==> src/rtl/t5_pkg.sv <==
// Shared constants for the t5 Wishbone arbiter: grant FSM encoding and the
// full-word byte select driven for instruction fetches.
package t5_pkg;

  localparam logic [1:0] IDLE = 2'd0;
  localparam logic [1:0] IGNT = 2'd1;
  localparam logic [1:0] DGNT = 2'd2;
  localparam logic [1:0] RESP = 2'd3;

  localparam logic [3:0] SEL_WORD = 4'hF;

endpackage

==> src/rtl/t5_wb_arb.sv <==
// Two-master (instruction/data) to one-slave Wishbone arbiter with registered
// grant, registered response and a bounded data-priority starvation guard.
module t5_wb_arb
  import t5_pkg::*;
#(
  parameter int XLEN    = 32,
  parameter int DSTARVE = 4
) (
  input  logic            sys_clk,
  input  logic            sys_rst,
  input  logic [29:0]     iwb_adr,
  input  logic            iwb_stb,
  input  logic            iwb_wre,
  input  logic [3:0]      iwb_sel,
  output logic [31:0]     iwb_dat,
  output logic            iwb_ack,
  input  logic [29:0]     dwb_adr,
  input  logic            dwb_stb,
  input  logic            dwb_wre,
  input  logic [3:0]      dwb_sel,
  input  logic [XLEN-1:0] dwb_dto,
  output logic [XLEN-1:0] dwb_dti,
  output logic            dwb_ack,
  output logic [29:0]     mwb_adr,
  output logic            mwb_stb,
  output logic            mwb_wre,
  output logic [3:0]      mwb_sel,
  output logic [XLEN-1:0] mwb_dto,
  input  logic [XLEN-1:0] mwb_dti,
  input  logic            mwb_ack
);

  localparam int            CW   = $clog2(DSTARVE + 2);
  localparam logic [CW-1:0] CMAX = CW'(DSTARVE);

  logic [1:0]      r_state;
  logic [29:0]     r_adr;
  logic            r_stb;
  logic            r_wre;
  logic [3:0]      r_sel;
  logic [XLEN-1:0] r_dto;
  logic [31:0]     r_idat;
  logic [XLEN-1:0] r_ddat;
  logic            r_iack;
  logic            r_dack;
  logic            r_drop;
  logic [CW-1:0]   r_cnt;

  logic w_starved;
  logic w_pick_d;
  logic w_gstb;
  logic w_valid;
  logic w_unused;

  // Instruction port is read-only; its write enable and byte select carry no information.
  assign w_unused = ^{iwb_wre, iwb_sel};

  assign w_starved = (DSTARVE != 0) && (r_cnt == CMAX);
  assign w_pick_d  = dwb_stb && !(iwb_stb && w_starved);
  assign w_gstb    = (r_state == IGNT) ? iwb_stb : dwb_stb;
  // A master that let go of stb at any point during its grant gets no ack or data.
  assign w_valid   = w_gstb && !r_drop;

  // NOTE: every flop, including the data registers, takes the async reset so all
  // outputs are defined the moment rst drops; updates use <= so each register
  // samples pre-edge values regardless of statement order.
  always_ff @(posedge sys_clk or negedge sys_rst) begin
    if (!sys_rst) begin
      r_state <= IDLE;
      r_adr   <= '0;
      r_stb   <= 1'b0;
      r_wre   <= 1'b0;
      r_sel   <= '0;
      r_dto   <= '0;
      r_idat  <= '0;
      r_ddat  <= '0;
      r_iack  <= 1'b0;
      r_dack  <= 1'b0;
      r_drop  <= 1'b0;
      r_cnt   <= '0;
    end else begin
      r_iack <= 1'b0;
      r_dack <= 1'b0;
      case (r_state)
        IDLE: begin
          if (w_pick_d) begin
            r_state <= DGNT;
            r_stb   <= 1'b1;
            r_adr   <= dwb_adr;
            r_sel   <= dwb_sel;
            r_wre   <= dwb_wre;
            r_dto   <= dwb_dto;
            r_drop  <= 1'b0;
          end else if (iwb_stb) begin
            r_state <= IGNT;
            r_stb   <= 1'b1;
            r_adr   <= iwb_adr;
            r_sel   <= SEL_WORD;
            r_wre   <= 1'b0;
            r_dto   <= '0;
            r_drop  <= 1'b0;
          end
          if (!iwb_stb) begin
            r_cnt <= '0;
          end else if (w_pick_d) begin
            if (r_cnt != CMAX) r_cnt <= r_cnt + 1'b1;
          end else begin
            r_cnt <= '0;
          end
        end
        IGNT, DGNT: begin
          if (!w_gstb) r_drop <= 1'b1;
          if (mwb_ack) begin
            r_stb   <= 1'b0;
            r_state <= RESP;
            if (w_valid) begin
              if (r_state == IGNT) begin
                r_iack <= 1'b1;
                r_idat <= mwb_dti[31:0];
              end else begin
                r_dack <= 1'b1;
                r_ddat <= mwb_dti;
              end
            end
          end
        end
        RESP: r_state <= IDLE;
      endcase
    end
  end

  assign mwb_adr = r_adr;
  assign mwb_stb = r_stb;
  assign mwb_wre = r_wre;
  assign mwb_sel = r_sel;
  assign mwb_dto = r_dto;
  assign iwb_dat = r_idat;
  assign iwb_ack = r_iack;
  assign dwb_dti = r_ddat;
  assign dwb_ack = r_dack;

endmodule

==> config.mk <==
export PLATFORM = sky130hd
export DESIGN_NAME = t5_wb_arb
export DESIGN_NICKNAME = d
export VERILOG_FILES = /design/src/rtl/t5_pkg.sv /design/src/rtl/t5_wb_arb.sv
export SDC_FILE = /design/constraint.sdc
export NUM_CORES = 1
export LEC_CHECK = 0
export CORE_ASPECT_RATIO = 0.9
export CORE_MARGIN = 5
export CORE_UTILIZATION = 42
export DETAILED_ROUTE_END_ITERATION = 8
export PLACE_DENSITY = 0.81
export SYNTH_ARGS = -nofsm -noshare
export SYNTH_HDL_FRONTEND = slang
export SYNTH_SLANG_ARGS = --single-unit
export TNS_END_PERCENT = 30
==> constraint.sdc <==
create_clock -name sys_clk -period 2.64 [get_ports sys_clk]
set_clock_uncertainty 0.05 [all_clocks]
set_input_delay 0.528 -clock sys_clk [delete_from_list [all_inputs] [get_ports sys_clk]]
set_output_delay 0.528 -clock sys_clk [all_outputs]
set_load 0.05 [all_outputs]
After elaboration in Yosys (flattened, before gate mapping)
Index checks and enable logic that the tools add are counted.
{ "word_totals": {"in_bits": 139, "wordCells": 70, "register_bits": 140} }
{ "classes": {"n_reduce_logical": 16, "bitwise": 1, "n_eq_ne": 9, "mux": 31, "add_sub_neg": 1} }
{ "op_table": {"columns": ["cell", "n"], "rows": [
  ["32-bit two-way mux", 2],
  ["30-bit two-way mux", 2],
  ["1-bit two-way mux", 16],
  ["3-bit two-way mux", 3],
  ["4-bit two-way mux", 2],
  ["4-bit AND reduction", 2],
  ["2-bit two-way mux", 3],
  ["3-bit != test, second input constant", 2],
  ["2-bit one-hot mux with 3 select lines", 1],
  ["2-bit AND reduction", 3],
  ["3-bit AND reduction", 2],
  ["2-bit == test, second input constant", 2],
  ["2-bit != test, second input constant", 2],
  ["1-bit one-hot mux with 2 select lines", 2],
  ["2-bit nonzero test", 2],
  ["3-bit by 1-bit adder with 3-bit output, second input constant", 1],
  ["3-bit == test, second input constant", 1],
  ["1-bit logical AND", 3],
  ["3-bit by 2-bit != test with 1-bit output, second input constant", 1],
  ["2-bit by 1-bit == test with 1-bit output, second input constant", 1],
  ["1-bit logical NOT", 2],
  ["2-bit logical NOT", 1],
  ["2-bit OR reduction", 1],
  ["1-bit inverter", 1]
]} }

Depth between registers and ports, before layout
{ "depth": {"word_depth": 6, "ltp_mapped": 7} }

Worst setup path before layout
OpenSTA, ideal clock, no wires.
{ "synth_timing": {"path_kind": "register to register", "startpoint": "reg r_state[0]", "endpoint": "reg r_ddat[10], in the netlist dwb_dti[10]", "required_time_ps": 2465, "slack_ps": 799, "t_arrival_ps": 1666, "setup_time_ps": 125, "period_less_slack_ps": 1841, "stages_incl_launch_ff": 7, "cell_sequence": "dfrtp_1 -> inv_1 -> ha_1 -> nand3b_1 -> nor2_4 -> buf_6 -> mux2_2"} }
{ "synth_via": {"elab_chain_len": 4, "elab_cells_between_ends": 7, "cone_classes": "eq/ne (2); mux (1); bitwise (1); reduce/logical (3)"} }
{ "synth_lines": {"columns": ["item", "line_no", "text"], "rows": [
  ["start: declaration", "t5_wb_arb.sv:36", "logic [1:0] r_state;"],
  ["start signal: assignment", "t5_wb_arb.sv:69", "r_state <= IDLE;"],
  ["start signal: assignment", "t5_wb_arb.sv:87", "r_state <= DGNT;"],
  ["start signal: assignment", "t5_wb_arb.sv:95", "r_state <= IGNT;"],
  ["2-bit by 1-bit == test with 1-bit output", "t5_wb_arb.sv:60, t5_wb_arb.sv:84, t5_wb_arb.sv:117", null],
  ["1-bit two-way mux", "t5_wb_arb.sv:60", "assign w_gstb = (r_state == IGNT) ? iwb_stb : dwb_stb;"],
  ["1-bit logical AND", "t5_wb_arb.sv:62", "assign w_valid = w_gstb && !r_drop;"],
  ["4-bit AND reduction (no source line) *", null, null],
  ["end signal: assignment", "t5_wb_arb.sv:122", "r_ddat <= mwb_dti;"],
  ["end: declaration", "t5_wb_arb.sv:43", "logic [XLEN-1:0] r_ddat;"]
]} }
Mark *: on every way between the ends. The rest lies on a longest branch, timed or not.
A chain may end at the register's enable or synchronous reset.

Worst setup path after layout
{ "layout_timing": {"startpoint": "reg r_dto[6], in the netlist mwb_dto[6]", "endpoint": "out mwb_dto[6]"} }
{ "layout_rtl": {"columns": ["item", "line_no", "text"], "rows": [
  ["start: declaration", "t5_wb_arb.sv:41", "logic [XLEN-1:0] r_dto;"],
  ["start signal: assignment", "t5_wb_arb.sv:92", "r_dto <= dwb_dto;"],
  ["end: declaration", "t5_wb_arb.sv:28", "output logic [XLEN-1:0] mwb_dto,"]
]} }
No word-level cell between the ends.

==> results.md <==
* Filler-free cell count of the finished design at slightly below 1000
* Critical-path top delay cell: clkdlybuf4s50_1
* CP startpoint kind: flop
* Dpl cell area at 8843 um2
* Hold buffer count at CTS at 0
* Via count at 5043
* Final max-slew violation count at 0
* CTS max path bufs at 2
* CP endpoint kind: output port
* Syn. warnings at 0
* Crit-path cells: clkdlybuf4s50_1
* Hold Path Class: in -> async
* Fmax at around 460 MHz
* FP Rows at 41
* Final Hold Viols at 0
* Post-place setup slack at 0.3386 ns
* Register bit total from synthesis at 140
* Nets at 934
* Worst Path Buf+Inv at 1
* DRC viols at 0
* Initial Util at around 42%
* Crit Path Category: reg -> out
* Setup tns final at 0 ns
* Clk_lat worst skew at 0.40 ns
* Final Cycle Share at a little over 80%
* Syn Area/Cell at 11.28 um2
* Port bufs at 267
* Post-CTS setup buffers at 0
* Post-route ant nets at 0
* Die width at approximately 130 um
* Commonest cells after routing, fill and taps aside: clkdlybuf4s50_1 (266), dfrtp_1 (140), nand2_1 (130), mux2_2 (63), o21ai_0 (35)
* Sequential area share after synthesis at 59.40%
* Static Leak at a little under 4 nW
* Drt pass-1 iters at 4
* Sink Count at between 100 and 150
* Drt wl/cell at 17.41 um
* Minimum clock period at 2.182 ns
* Fill cells at 1005
* Crit path max-delay family: buffers and inverters
* Final core utilization at 67.55%
* Worst r2r dst: dwb_dti[11]$_DFFE_PN0P_
* DP HPWL at approximately 13000 um
* Die area at 16520 um2
* Reg2Reg Depth at 6
* Core region area at 13900 um2
* Num CTS Buffers at 17
* Worst Path Required at 2.06 ns
* Vias in the first global route at 5338
* CTS clk-pin slew, worst paths at roughly 0.06 ns
* PnR worst setup slack at ~0.46 ns
* Final setup viols at 0
* Share of post-route cells with drive strength above 1 at 14.61%
* Cell area after synthesis at between 5000 and 6000 um2
* Slew HR at about three fifths
* Final WL at 17310 um
* Outcome: finished clean
* RSZ-0062 raised after global routing: no
* H-tree levels at 4
* Crit path DAT at 1.60 ns
* Multi-input gate area at 2177 um2
* Reg area at between 3000 and 4000 um2
* # diodes at 0
* Crit path from: mwb_dto[6]$_DFFE_PN0P_
* Max-Cap Viols at 0
* First-pass GRT wire length at 27410 um
* Resize count post-CTS at 0
* Cells after synthesis at about 520
* Max rail drop VDD at 0.0008611 V
* GRT Util Overall at a little over a fifth
* Iteration-0 DRC Markers at 229
* CTS tree: built
* Area delta synth->final at 59.21%
* Syn nets at around 670
* GR Overflow Total at 0
* Initial antenna violation count at 0
* Slew @ Worst Pin at 0.6237 ns
* CTS root buffer: clkbuf_16
* Ports at between 200 and 300
* Vias/cell at 5.073
* Die Y at roughly 120 um
* Worst r2r src: r_state[0]$_DFFE_PN0P_
* Final GP Congestion at 0.8111
* Synth cell types at 33
* Post-route cell area at about 9400 um2
* Largest net degree at the start of global routing at 68
* CP peak stage delay at roughly 0.8 ns
* Commonest non-fill, non-tap cell in the layout: clkdlybuf4s50_1
* Dpl cells at 963
* CP max FO at 2
* PD cells at 1506 nW/um2
* Reg2reg setup slack at 0.63 ns
[synth_stat cells]
| library cell | count | area [um2] |
|---|---|---|
| mux2i_1 | 2 | 20.02 |
| nand3_4 | 1 | 17.52 |
| mux2_2 | 63 | 709.4 |
| dfrtp_1 | 140 | 3503 |
| o211ai_1 | 30 | 225.2 |
| mux2_1 | 2 | 22.52 |
| nor2_1 | 10 | 37.54 |
| or3b_1 | 1 | 8.760 |
| ha_1 | 6 | 75.07 |
| and2_1 | 1 | 6.260 |
| nand2_1 | 130 | 488.0 |
| a21oi_1 | 5 | 25.02 |
| mux2_4 | 1 | 15.01 |
| nand3b_1 | 2 | 15.01 |
| nor2b_1 | 1 | 6.260 |
| o21ai_0 | 35 | 175.2 |
| o21a_1 | 2 | 15.01 |
| o22ai_1 | 3 | 18.77 |
| buf_1 | 1 | 3.750 |
| a21boi_4 | 1 | 18.77 |
| nor2_4 | 1 | 11.26 |
| nand4_1 | 31 | 193.9 |
| buf_6 | 4 | 45.04 |
| a221oi_1 | 1 | 8.760 |
| nand3_1 | 1 | 5.000 |
| a31oi_1 | 2 | 12.51 |
| nand2b_1 | 2 | 12.51 |
| inv_1 | 8 | 30.03 |
| a21oi_2 | 1 | 8.760 |
| o21ai_2 | 1 | 8.760 |
| buf_2 | 13 | 65.06 |
| buf_4 | 3 | 22.52 |
| clkbuf_1 | 18 | 67.56 |
[where the power goes]
part | internal, W | switching (W)
registers | 0.00320 | 0.000577
clock network | 0.00136 | 0.000834
logic | 0.00285 | 0.00531
[how the worst max path moves through the flow]
stage / to / cells past startpoint
4_1_cts: dwb_dti[11] / 1
2_1_floorplan: dwb_dti[10]$_DFFE_PN0P_ / 6
3_3_place_gp: mwb_adr[24]$_DFFE_PN0P_ / 6
5_1_grt: dwb_dti[1] / 1
6_report: mwb_dto[6] / 1
3_5_place_dp: mwb_dto[5]$_DFFE_PN0P_ / 6
[state kept, by name, indices dropped and copies added, names as in the netlist]
signal	cells
dwb_ack	1
dwb_dti	32
iwb_ack	1
iwb_dat	32
mwb_adr	30
mwb_dto	32
mwb_sel	4
mwb_stb	1
mwb_wre	1
r_cnt	3
r_drop	1
r_state	2
[per-stage QoR]
| step | hold WS, ns | total power, W |
|---|---|---|
| global placement | 0.4133 | 0.01181 |
| finish | 0.05451 | 0.01414 |
| global route | 0.1012 | 0.01483 |
| CTS | 0.07248 | 0.01426 |
| detailed placement | 0.4212 | 0.01202 |
| floorplan | 0.1824 | 0.009042 |
[cell families after synthesis]
logic type	share of synthesized area, %
buffers and inverters	3.967
AND/OR/NAND/NOR	13.60
multiplexers	13.00
AO/OA/AOI/OAI	8.761
adder cells (fa/ha/maj)	1.273
flip-flops	59.40
[metal layers]
layer / part of all wire (%) / global-route usage [%] / up-vias / routed length, um
li1: - / - / 2341 / -
met1: 40 / 25.25 / 2444 / 6877
met2: 49 / 35.19 / 224 / 8555
met3: 8.4 / 7.090 / 34 / 1456
met4: 2.4 / 8.270 / 0 / 417
met5: 0 / 0 / - / 0
[cell type report]
cell class | instances | area share, %
clock buffers | 24 | 5.130
clock inverters | 7 | 0.6929
repair buffers | 286 | 30.79
flip-flops and latches | 140 | 37.31
multi-input cells | 336 | 23.18
inverters | 8 | 0.3198
well taps | 193 | 2.572
No activity file was read; power rests on OpenSTA's default activity.
